### src/rtl/sram_arb_pkg.sv
`default_nettype none
// ============================================================================
// Module      : sram_arb_pkg
// Description : Shared widths and command encodings for the two-port SRAM
//               arbiter, plus a small helper for the round-robin pointer.
//               ADDR_W    SRAM word address width (256 words)
//               DATA_W    SRAM word width
//               CMD_READ  wen value for a read  (SRAM WEN convention)
//               CMD_WRITE wen value for a write
// Revision    : 1.0 - initial release
// ============================================================================
package sram_arb_pkg;

    localparam int   ADDR_W    = 8;
    localparam int   DATA_W    = 64;
    localparam logic CMD_READ  = 1'b1;
    localparam logic CMD_WRITE = 1'b0;

    // With two requesters the port that did not win is always the other one.
    function automatic logic other_port(input logic k);
        return ~k;
    endfunction

endpackage : sram_arb_pkg
`default_nettype wire

### src/rtl/rr_arb2.sv
`default_nettype none
// ============================================================================
// Module      : rr_arb2
// Description : Purely combinational two-way round-robin decision.
//               i_req[1:0]  request vector (bit n = requester n)
//               i_ptr       priority pointer (k = requester k wins a tie)
//               o_gnt[1:0]  one-hot grant, all-zero when nobody requests
//               o_gnt_any   some requester is granted
//               o_gnt_idx   index of the granted requester
//               o_ptr_nxt   pointer value for the next edge
// Revision    : 1.0 - initial release
// ============================================================================
module rr_arb2 (
    input  logic [1:0] i_req,
    input  logic       i_ptr,
    output logic [1:0] o_gnt,
    output logic       o_gnt_any,
    output logic       o_gnt_idx,
    output logic       o_ptr_nxt
);
    import sram_arb_pkg::*;

    logic w_idx;

    // Tie goes to the pointer; a sole requester wins regardless. For the
    // patterns 01 and 10 the index is simply req[1].
    always_comb begin
        w_idx = (i_req == 2'b11) ? i_ptr : i_req[1];
    end

    assign o_gnt_any = |i_req;
    assign o_gnt_idx = w_idx;
    assign o_gnt     = o_gnt_any ? (w_idx ? 2'b10 : 2'b01) : 2'b00;
    // Loser of this grant gets priority next; no grant leaves the pointer.
    assign o_ptr_nxt = o_gnt_any ? other_port(w_idx) : i_ptr;

endmodule : rr_arb2
`default_nettype wire

### src/rtl/sram_arbiter.sv
`default_nettype none
// ============================================================================
// Module      : sram_arbiter
// Description : Two-requester round-robin front end for a single-port SRAM.
//               One command per cycle is passed combinationally to the SRAM;
//               read data returns one cycle after the grant on the owning
//               port. The SRAM macro itself lives at the parent level.
// Ports       : CLK, reset             clock / async active-high reset
//               req_n, wen_n, addr_n,  requester n command (n = 0, 1)
//               wdata_n
//               gnt_n                  command accepted this cycle
//               rvalid_n, rdata_n      read return (rdata 0 when not valid)
//               sram_cen/wen/a/d       SRAM command, sram_q SRAM read data
//               rd_pending             a read return is being delivered
// Revision    : 1.0 - initial release
// ============================================================================
module sram_arbiter #(
    parameter int ADDR_W = sram_arb_pkg::ADDR_W,
    parameter int DATA_W = sram_arb_pkg::DATA_W
) (
    input  logic              CLK,
    input  logic              reset,

    input  logic              req_0,
    input  logic              wen_0,
    input  logic [ADDR_W-1:0] addr_0,
    input  logic [DATA_W-1:0] wdata_0,
    output logic              gnt_0,
    output logic              rvalid_0,
    output logic [DATA_W-1:0] rdata_0,

    input  logic              req_1,
    input  logic              wen_1,
    input  logic [ADDR_W-1:0] addr_1,
    input  logic [DATA_W-1:0] wdata_1,
    output logic              gnt_1,
    output logic              rvalid_1,
    output logic [DATA_W-1:0] rdata_1,

    output logic              sram_cen,
    output logic              sram_wen,
    output logic [ADDR_W-1:0] sram_a,
    output logic [DATA_W-1:0] sram_d,
    input  logic [DATA_W-1:0] sram_q,

    output logic              rd_pending
);
    import sram_arb_pkg::*;

    logic [1:0]        w_req;
    logic [1:0]        w_gnt;
    logic              w_gnt_any;
    logic              w_gnt_idx;
    logic              w_ptr_nxt;
    logic              w_sel_wen;
    logic [ADDR_W-1:0] w_sel_addr;
    logic [DATA_W-1:0] w_sel_wdata;
    logic              w_rd_grant;

    logic              r_ptr;
    logic              r_rd_valid;
    logic              r_rd_owner;

    // Reset is asynchronous, so requests are masked combinationally as well:
    // no grant and no SRAM access may appear while reset is high.
    assign w_req = {req_1 & ~reset, req_0 & ~reset};

    rr_arb2 u_rr_arb2 (
        .i_req     (w_req),
        .i_ptr     (r_ptr),
        .o_gnt     (w_gnt),
        .o_gnt_any (w_gnt_any),
        .o_gnt_idx (w_gnt_idx),
        .o_ptr_nxt (w_ptr_nxt)
    );

    assign gnt_0 = w_gnt[0];
    assign gnt_1 = w_gnt[1];

    assign w_sel_wen   = w_gnt_idx ? wen_1   : wen_0;
    assign w_sel_addr  = w_gnt_idx ? addr_1  : addr_0;
    assign w_sel_wdata = w_gnt_idx ? wdata_1 : wdata_0;
    assign w_rd_grant  = w_gnt_any && (w_sel_wen == CMD_READ);

    // SRAM command: granted port passes straight through, otherwise idle.
    always_comb begin
        sram_cen = 1'b1;
        sram_wen = CMD_READ;
        sram_a   = '0;
        sram_d   = '0;
        if (w_gnt_any) begin
            sram_cen = 1'b0;
            sram_wen = w_sel_wen;
            sram_a   = w_sel_addr;
            sram_d   = w_sel_wdata;
        end
    end

    always_ff @(posedge CLK or posedge reset) begin
        if (reset) begin
            r_ptr <= 1'b0;
        end else begin
            r_ptr <= w_ptr_nxt;
        end
    end

    // Owner tracking for the single outstanding read. Reset drops a read in
    // flight; it is never replayed.
    always_ff @(posedge CLK or posedge reset) begin
        if (reset) begin
            r_rd_valid <= 1'b0;
            r_rd_owner <= 1'b0;
        end else begin
            r_rd_valid <= w_rd_grant;
            if (w_rd_grant) begin
                r_rd_owner <= w_gnt_idx;
            end
        end
    end

    assign rvalid_0   = r_rd_valid & ~r_rd_owner;
    assign rvalid_1   = r_rd_valid &  r_rd_owner;
    assign rdata_0    = rvalid_0 ? sram_q : '0;
    assign rdata_1    = rvalid_1 ? sram_q : '0;
    assign rd_pending = r_rd_valid;

endmodule : sram_arbiter
`default_nettype wire

### config.mk
export PLATFORM = sky130hd
export DESIGN_NAME = sram_arbiter
export DESIGN_NICKNAME = d
export VERILOG_FILES = /design/src/rtl/sram_arb_pkg.sv /design/src/rtl/rr_arb2.sv /design/src/rtl/sram_arbiter.sv
export SDC_FILE = /design/constraint.sdc
export NUM_CORES = 1
export LEC_CHECK = 0
export ABC_AREA = 1
export ABC_CLOCK_PERIOD_IN_PS = 2100
export BUFFER_PORTS_ARGS = -buffer_cell sky130_fd_sc_hd__buf_4
export CAP_MARGIN = 25
export CORE_AREA = 3 3 163 165
export DETAILED_ROUTE_END_ITERATION = 12
export DIE_AREA = 0 0 166 168
export GPL_TIMING_DRIVEN = 0
export SYNTH_ARGS = -nofsm -noshare
export SYNTH_HDL_FRONTEND = slang
export SYNTH_HIERARCHICAL = 1
export SYNTH_SLANG_ARGS = --single-unit
### constraint.sdc
create_clock -name CLK -period 2.1 [get_ports CLK]
set_input_delay 0.42 -clock CLK [delete_from_list [all_inputs] [get_ports CLK]]
set_output_delay 0.42 -clock CLK [all_outputs]
set_load 0.01 [all_outputs]
-- Word level (Yosys, flattened, before mapping)
Index checks and enable logic that the tools add are counted.
- bits of input ports: 214
- register bits after elaboration: 3
- reductions and logical operators: 2
- bitwise operators: 7
- equal/unequal tests: 1
- muxes and demuxes: 12
- operators with widths (kind ; count):
    $mux W64 ; 4
    $mux W8 ; 2
    $and A1 B1 Y1 ; 4
    $mux W1 ; 4
    $mux W2 ; 2
    $not A1 Y1 ; 3
    $eq A2 B2 Y1 const B ; 1
    $reduce_or A2 Y1 ; 1
    $logic_and A1 B1 Y1 ; 1

-- Logic depth before layout (Yosys ltp)
- depth after elaboration: 6
- mapped depth: 11
- mapped depth without buffers: 10

-- Hierarchy
The synthesis kept the hierarchy.
- modules (own cells, without submodules) (module ; times used ; cells each ; area an instance (sq um)):
    sram_arbiter ; 1 ; 471 ; 2466.1
    rr_arb2 ; 1 ; 12 ; 47.5

-- Worst setup path after synthesis
No wires, ideal clock.
- path kind: input-to-output
- start: input port req_0
- end: output port sram_a[0]
- arrival time: 1.464 ns
- buffers on the path: 2
- path slack: 0.216 ns
- stages: 10
- path through: inv_1 > nor2_1 > inv_1 > nand2_1 > nand2_1 > buf_6 > inv_2 > buf_6 > nor2_1 > nor2_1
- word-level cells in the longest chain between the ends: 5
- elaborated cells on any way between the ends: 6
- RTL lines (element ; line ; text):
    start: declaration ; sram_arbiter.sv:24 ; input logic req_0,
    $and A1 B1 Y1 ; sram_arbiter.sv:66 ; assign w_req = {req_1 & ~reset, req_0 & ~reset};
    via w_req[0] ; sram_arbiter.sv:50 ; logic [1:0] w_req;
    $eq A2 B2 Y1 ; rr_arb2.sv:28 ; w_idx = (i_req == 2'b11) ? i_ptr : i_req[1];
    $mux W1 ; rr_arb2.sv:28 ;
    via w_gnt_idx ; sram_arbiter.sv:53 ; logic w_gnt_idx;
    $mux W8 ; sram_arbiter.sv:81 ; assign w_sel_addr = w_gnt_idx ? addr_1 : addr_0;
    $mux W8 ; sram_arbiter.sv:91 ; if (w_gnt_any) begin
    end: declaration ; sram_arbiter.sv:42 ; output logic [ADDR_W-1:0] sram_a,
The timed path passes the listed nets, and every way through them passes these cells.

-- Worst setup path after layout
- start: input port reset
- end: output port sram_d[49]
- word-level cells in the longest chain between the ends: 6
- elaborated cells on any way between the ends: 8
- RTL lines (element ; line ; text):
    start: declaration ; sram_arbiter.sv:22 ; input logic reset,
    $not A1 Y1 ; sram_arbiter.sv:66 ;
    $and A1 B1 Y1 ; sram_arbiter.sv:66 ;
    via w_req[0] ; sram_arbiter.sv:50 ;
    $eq A2 B2 Y1 ; rr_arb2.sv:28 ;
    $mux W1 ; rr_arb2.sv:28 ;
    via w_gnt_idx ; sram_arbiter.sv:53 ;
    $mux W64 ; sram_arbiter.sv:82 ; assign w_sel_wdata = w_gnt_idx ? wdata_1 : wdata_0;
    $mux W64 ; sram_arbiter.sv:91 ;
    end: declaration ; sram_arbiter.sv:43 ; output logic [DATA_W-1:0] sram_d,
The timed path passes the listed nets, and every way through them passes these cells.

==> reports/results.tsv <==
stage	metric	value	unit
clock_tree	clk_pin_slew_worst_paths	0.03	ns
final_layout	fin_nets	1132	
pwr	p_total	1.89	mW
pwr	seq_power_share	0.039	
floorplanning	rows	58	
global_route	grt_max_degree	11	
worst_setup_path	cp_max_fo	8	
pwr	p_clk_frac	0.159	
worst_setup_path	critPathSlowestCell	buf_12	
synthesis	synth_xor_area_frac	0	
pwr	combinationalPowerShare	0.802	
synthesis	synth_top_family_by_area	simple AND/OR/NAND/NOR gates	
clock_tree	cts_buffers	3	
timing	finClkSkew	0.000592	ns
global_route	grt_pass1_vias	4862	
clock_tree	cts.sinks	3	
clock_tree	clockRootBuffer	clkbuf_16	
final_layout	syn2layout_area_growth	165	%
floorplanning	coreArea	0.0252	mm^2
final_layout	layoutNonFillerInstCount	1247	
route	drtIter0Drc	162	
synthesis	syn_area_per_cell	5.20	um^2
synthesis	synth_compound_area_frac	0.145	
worst_setup_path	critPathLaunchType	input pin	
timing	setup_viol	7	
pwr	power.switching	790	uW
final_layout	post-route-util	0.265	
worst_setup_path	worstReg2RegEnd	r_rd_owner$_DFFE_PP0P_	
global_route	grt_usage	0.130	
clock_tree	h-tree-depth	1	
timing	report.final.slew_viol_count	0	
synthesis	syn_nets	697	
placed_design	port_buffers	420	
worst_setup_path	cp_cell_sequence	buf_8, nor2_4, inv_2, nand2_2, nand2_4, buf_12, buf_12, clkbuf_16, o21ai_2, nor2_1, buf_4	
timing	tightestPinTransition	0.569	ns
worst_setup_path	path_buf_inv	6	
worst_setup_path	r2r_cells	8	
floorplanning	initial_core_util	0.0998	
global_route	grt_pass1_wl	28400	um
pwr	internal_power	1.10	mW
clock_tree	cts_tree	yes	
synthesis	synth.area.mux_share	0	
pwr	powerDensity	283	mW/mm^2
global_route	antenna_found_initial	2	
synthesis	synth-simple-area-share	0.585	
pwr	peakVddDrop	194	uV
outcome	violations	setup timing	
timing	min_period_over_period	1.01	
clock_tree	cts_buffer_depth	2	
clock_tree	insertion_delay	0.22	ns
floorplanning	fp.dieW	166	um
synthesis	synthDistinctLibCells	18	
floorplanning	fp.dieArea	0.0279	mm^2
outcome	status	finished with violations	
route	ant_nets	0	
route	totalWireLength	19900	um
synthesis	synthCells	483	
route	avgViaCountPerCell	3.74	
synthesis	synthAdderAreaFrac	0	
route	wire_per_inst	15.9	um
route	dr.pass1.iters	4	
timing	slew_headroom	0.620	
synthesis	yosysSeqAreaShare	0.0299	
placed_design	place_inst	1233	
pwr	swShare	0.419	
worst_setup_path	cp_common_cell	buf_12	
placed_design	gp_congestion	0.893	
pwr	cellLeakagePower	3.73	nW
final_layout	drive_gt1_frac	0.621	
worst_setup_path	path_depth	11	
synthesis	synth_seq_cells	3	
worst_setup_path	required	1.68	ns
route	vias	4665	
synthesis	ys_warn_count	6	
timing	layout_setup_ws	-0.0250	ns
timing	min_period	2.12	ns
placed_design	hpwl	17300	um
run	cap_violations	0	
final_layout	diodes	0	
worst_setup_path	rrSetupSlack	0.71	ns
worst_setup_path	critPathTopFamily	buffers and inverters	
route	drc	0	
worst_setup_path	rr_startpoint	r_ptr$_DFF_PP0_	
placed_design	pre_cts_slack	-0.620	ns
floorplanning	num_io_pins	421	
synthesis	synth_area	0.00251	mm^2
floorplanning	die_h	168	um
timing	fmax	0.471	GHz
worst_setup_path	critPathKind	input pin to output pin	
hold_path	hp-class	input pin to async pin	
worst_setup_path	critPathArrivalTime	1.70	ns
timing	final-hold-violation-count	0	
worst_setup_path	end_kind	output pin	
global_route	grt_remaining_overflow	0	
worst_setup_path	critPathMaxStageDelay	0.17	ns
timing	rsz0062_at_grt	true	
[stage by stage]
stage                     hold WS [ns]  TNS (ns)  area [um^2]
after floorplan                  0.174         0         2510
after global placement           0.311    -24.03         6080
after detailed placement         0.318    -26.23         6080
after CTS                       0.0762  -0.00636         6530
after global routing            0.0823     -2.32         6670
final                           0.0716   -0.0599         6670
[cell usage in the layout, fill, tap and decap left out, drive strengths merged]
| cell type | synthesis | routed |
|---|---|---|
| a21oi | 1 | 1 |
| or2 | 1 | 1 |
| inv | 78 | 78 |
| nor2 | 274 | 274 |
| nand4 | 1 | 1 |
| buf | 25 | 452 |
| clkbuf | 12 | 19 |
| nand3 | 2 | 2 |
| dfrtp | 3 | 3 |
| o21ai | 72 | 72 |
| nand2 | 14 | 14 |
[how the worst max path moves through the flow]
stage / startpoint / end / slack (ns)
floorplan: req_0 / sram_a[0] / 0.22
finish: reset / sram_d[49] / -0.02
global route: reset / sram_d[46] / -0.09
global placement: reset / sram_d[60] / -0.61
CTS: req_1 / sram_d[53] / -0.003
detailed placement: reset / sram_d[60] / -0.62
[cell usage after synthesis]
cell	n	area, um^2
clkbuf_1	8	30.0
buf_12	5	100
a21oi_1	1	5.00
o21ai_1	7	35.0
buf_6	9	101
o21ai_0	65	325
buf_2	10	50.1
nor2_1	225	845
inv_2	1	3.75
dfrtp_1	3	75.1
clkbuf_2	4	20.0
or2_1	1	6.26
nor2_4	49	552
inv_1	77	289
nand4_1	1	6.26
nand3_1	2	10.0
buf_4	1	7.51
nand2_1	14	52.6
[kinds of logic (layout without fill, tap and decap cells)]
kind of cell | Yosys count | after routing
AO/OA/AOI/OAI | 73 | 73
AND/OR/NAND/NOR | 292 | 292
flip-flops | 3 | 3
buffers and inverters | 115 | 549
[state kept, by name, summed over array words and instances, names as in the netlist]
name,flops
r_ptr,1
rd_pending,1
r_rd_owner,1
[timing repair]
action,4_1_cts,5_1_grt
cloned,3,1
setup buffers,6,0
gates resized for setup,93,46
hold buffers,0,0
endpoints found under the hold margin,0,0
endpoints found under the setup margin,74,71
pin swaps,13,9
[layout make-up]
cell class                 count  area, um^2
buffer                        37         465
clock buffer                   4        78.8
fill                        2813       18500
inverter                      78         309
multi-input combinational    365        2020
sequential                     3        75.1
tap                          330         413
timing repair buffer         430        3310
[metal layers]
layer,vias up,wire (um),track usage
met5,-,21,0
met4,4,450,0.0304
met3,28,1680,0.0293
met1,2055,7700,0.150
li1,2294,-,-
met2,284,10000,0.243
[power by group through the flow]
stage | combinational [mW] | clock [mW] | sequential (mW)
5_1_grt | 1.64 | 0.311 | 0.0767
3_3_place_gp | 1.36 | 0 | 0.0744
2_1_floorplan | 0.591 | 0 | 0.0717
4_1_cts | 1.49 | 0.304 | 0.0751
6_report | 1.51 | 0.300 | 0.0744
3_5_place_dp | 1.37 | 0 | 0.0751
Power figures use the tool's default switching activity.
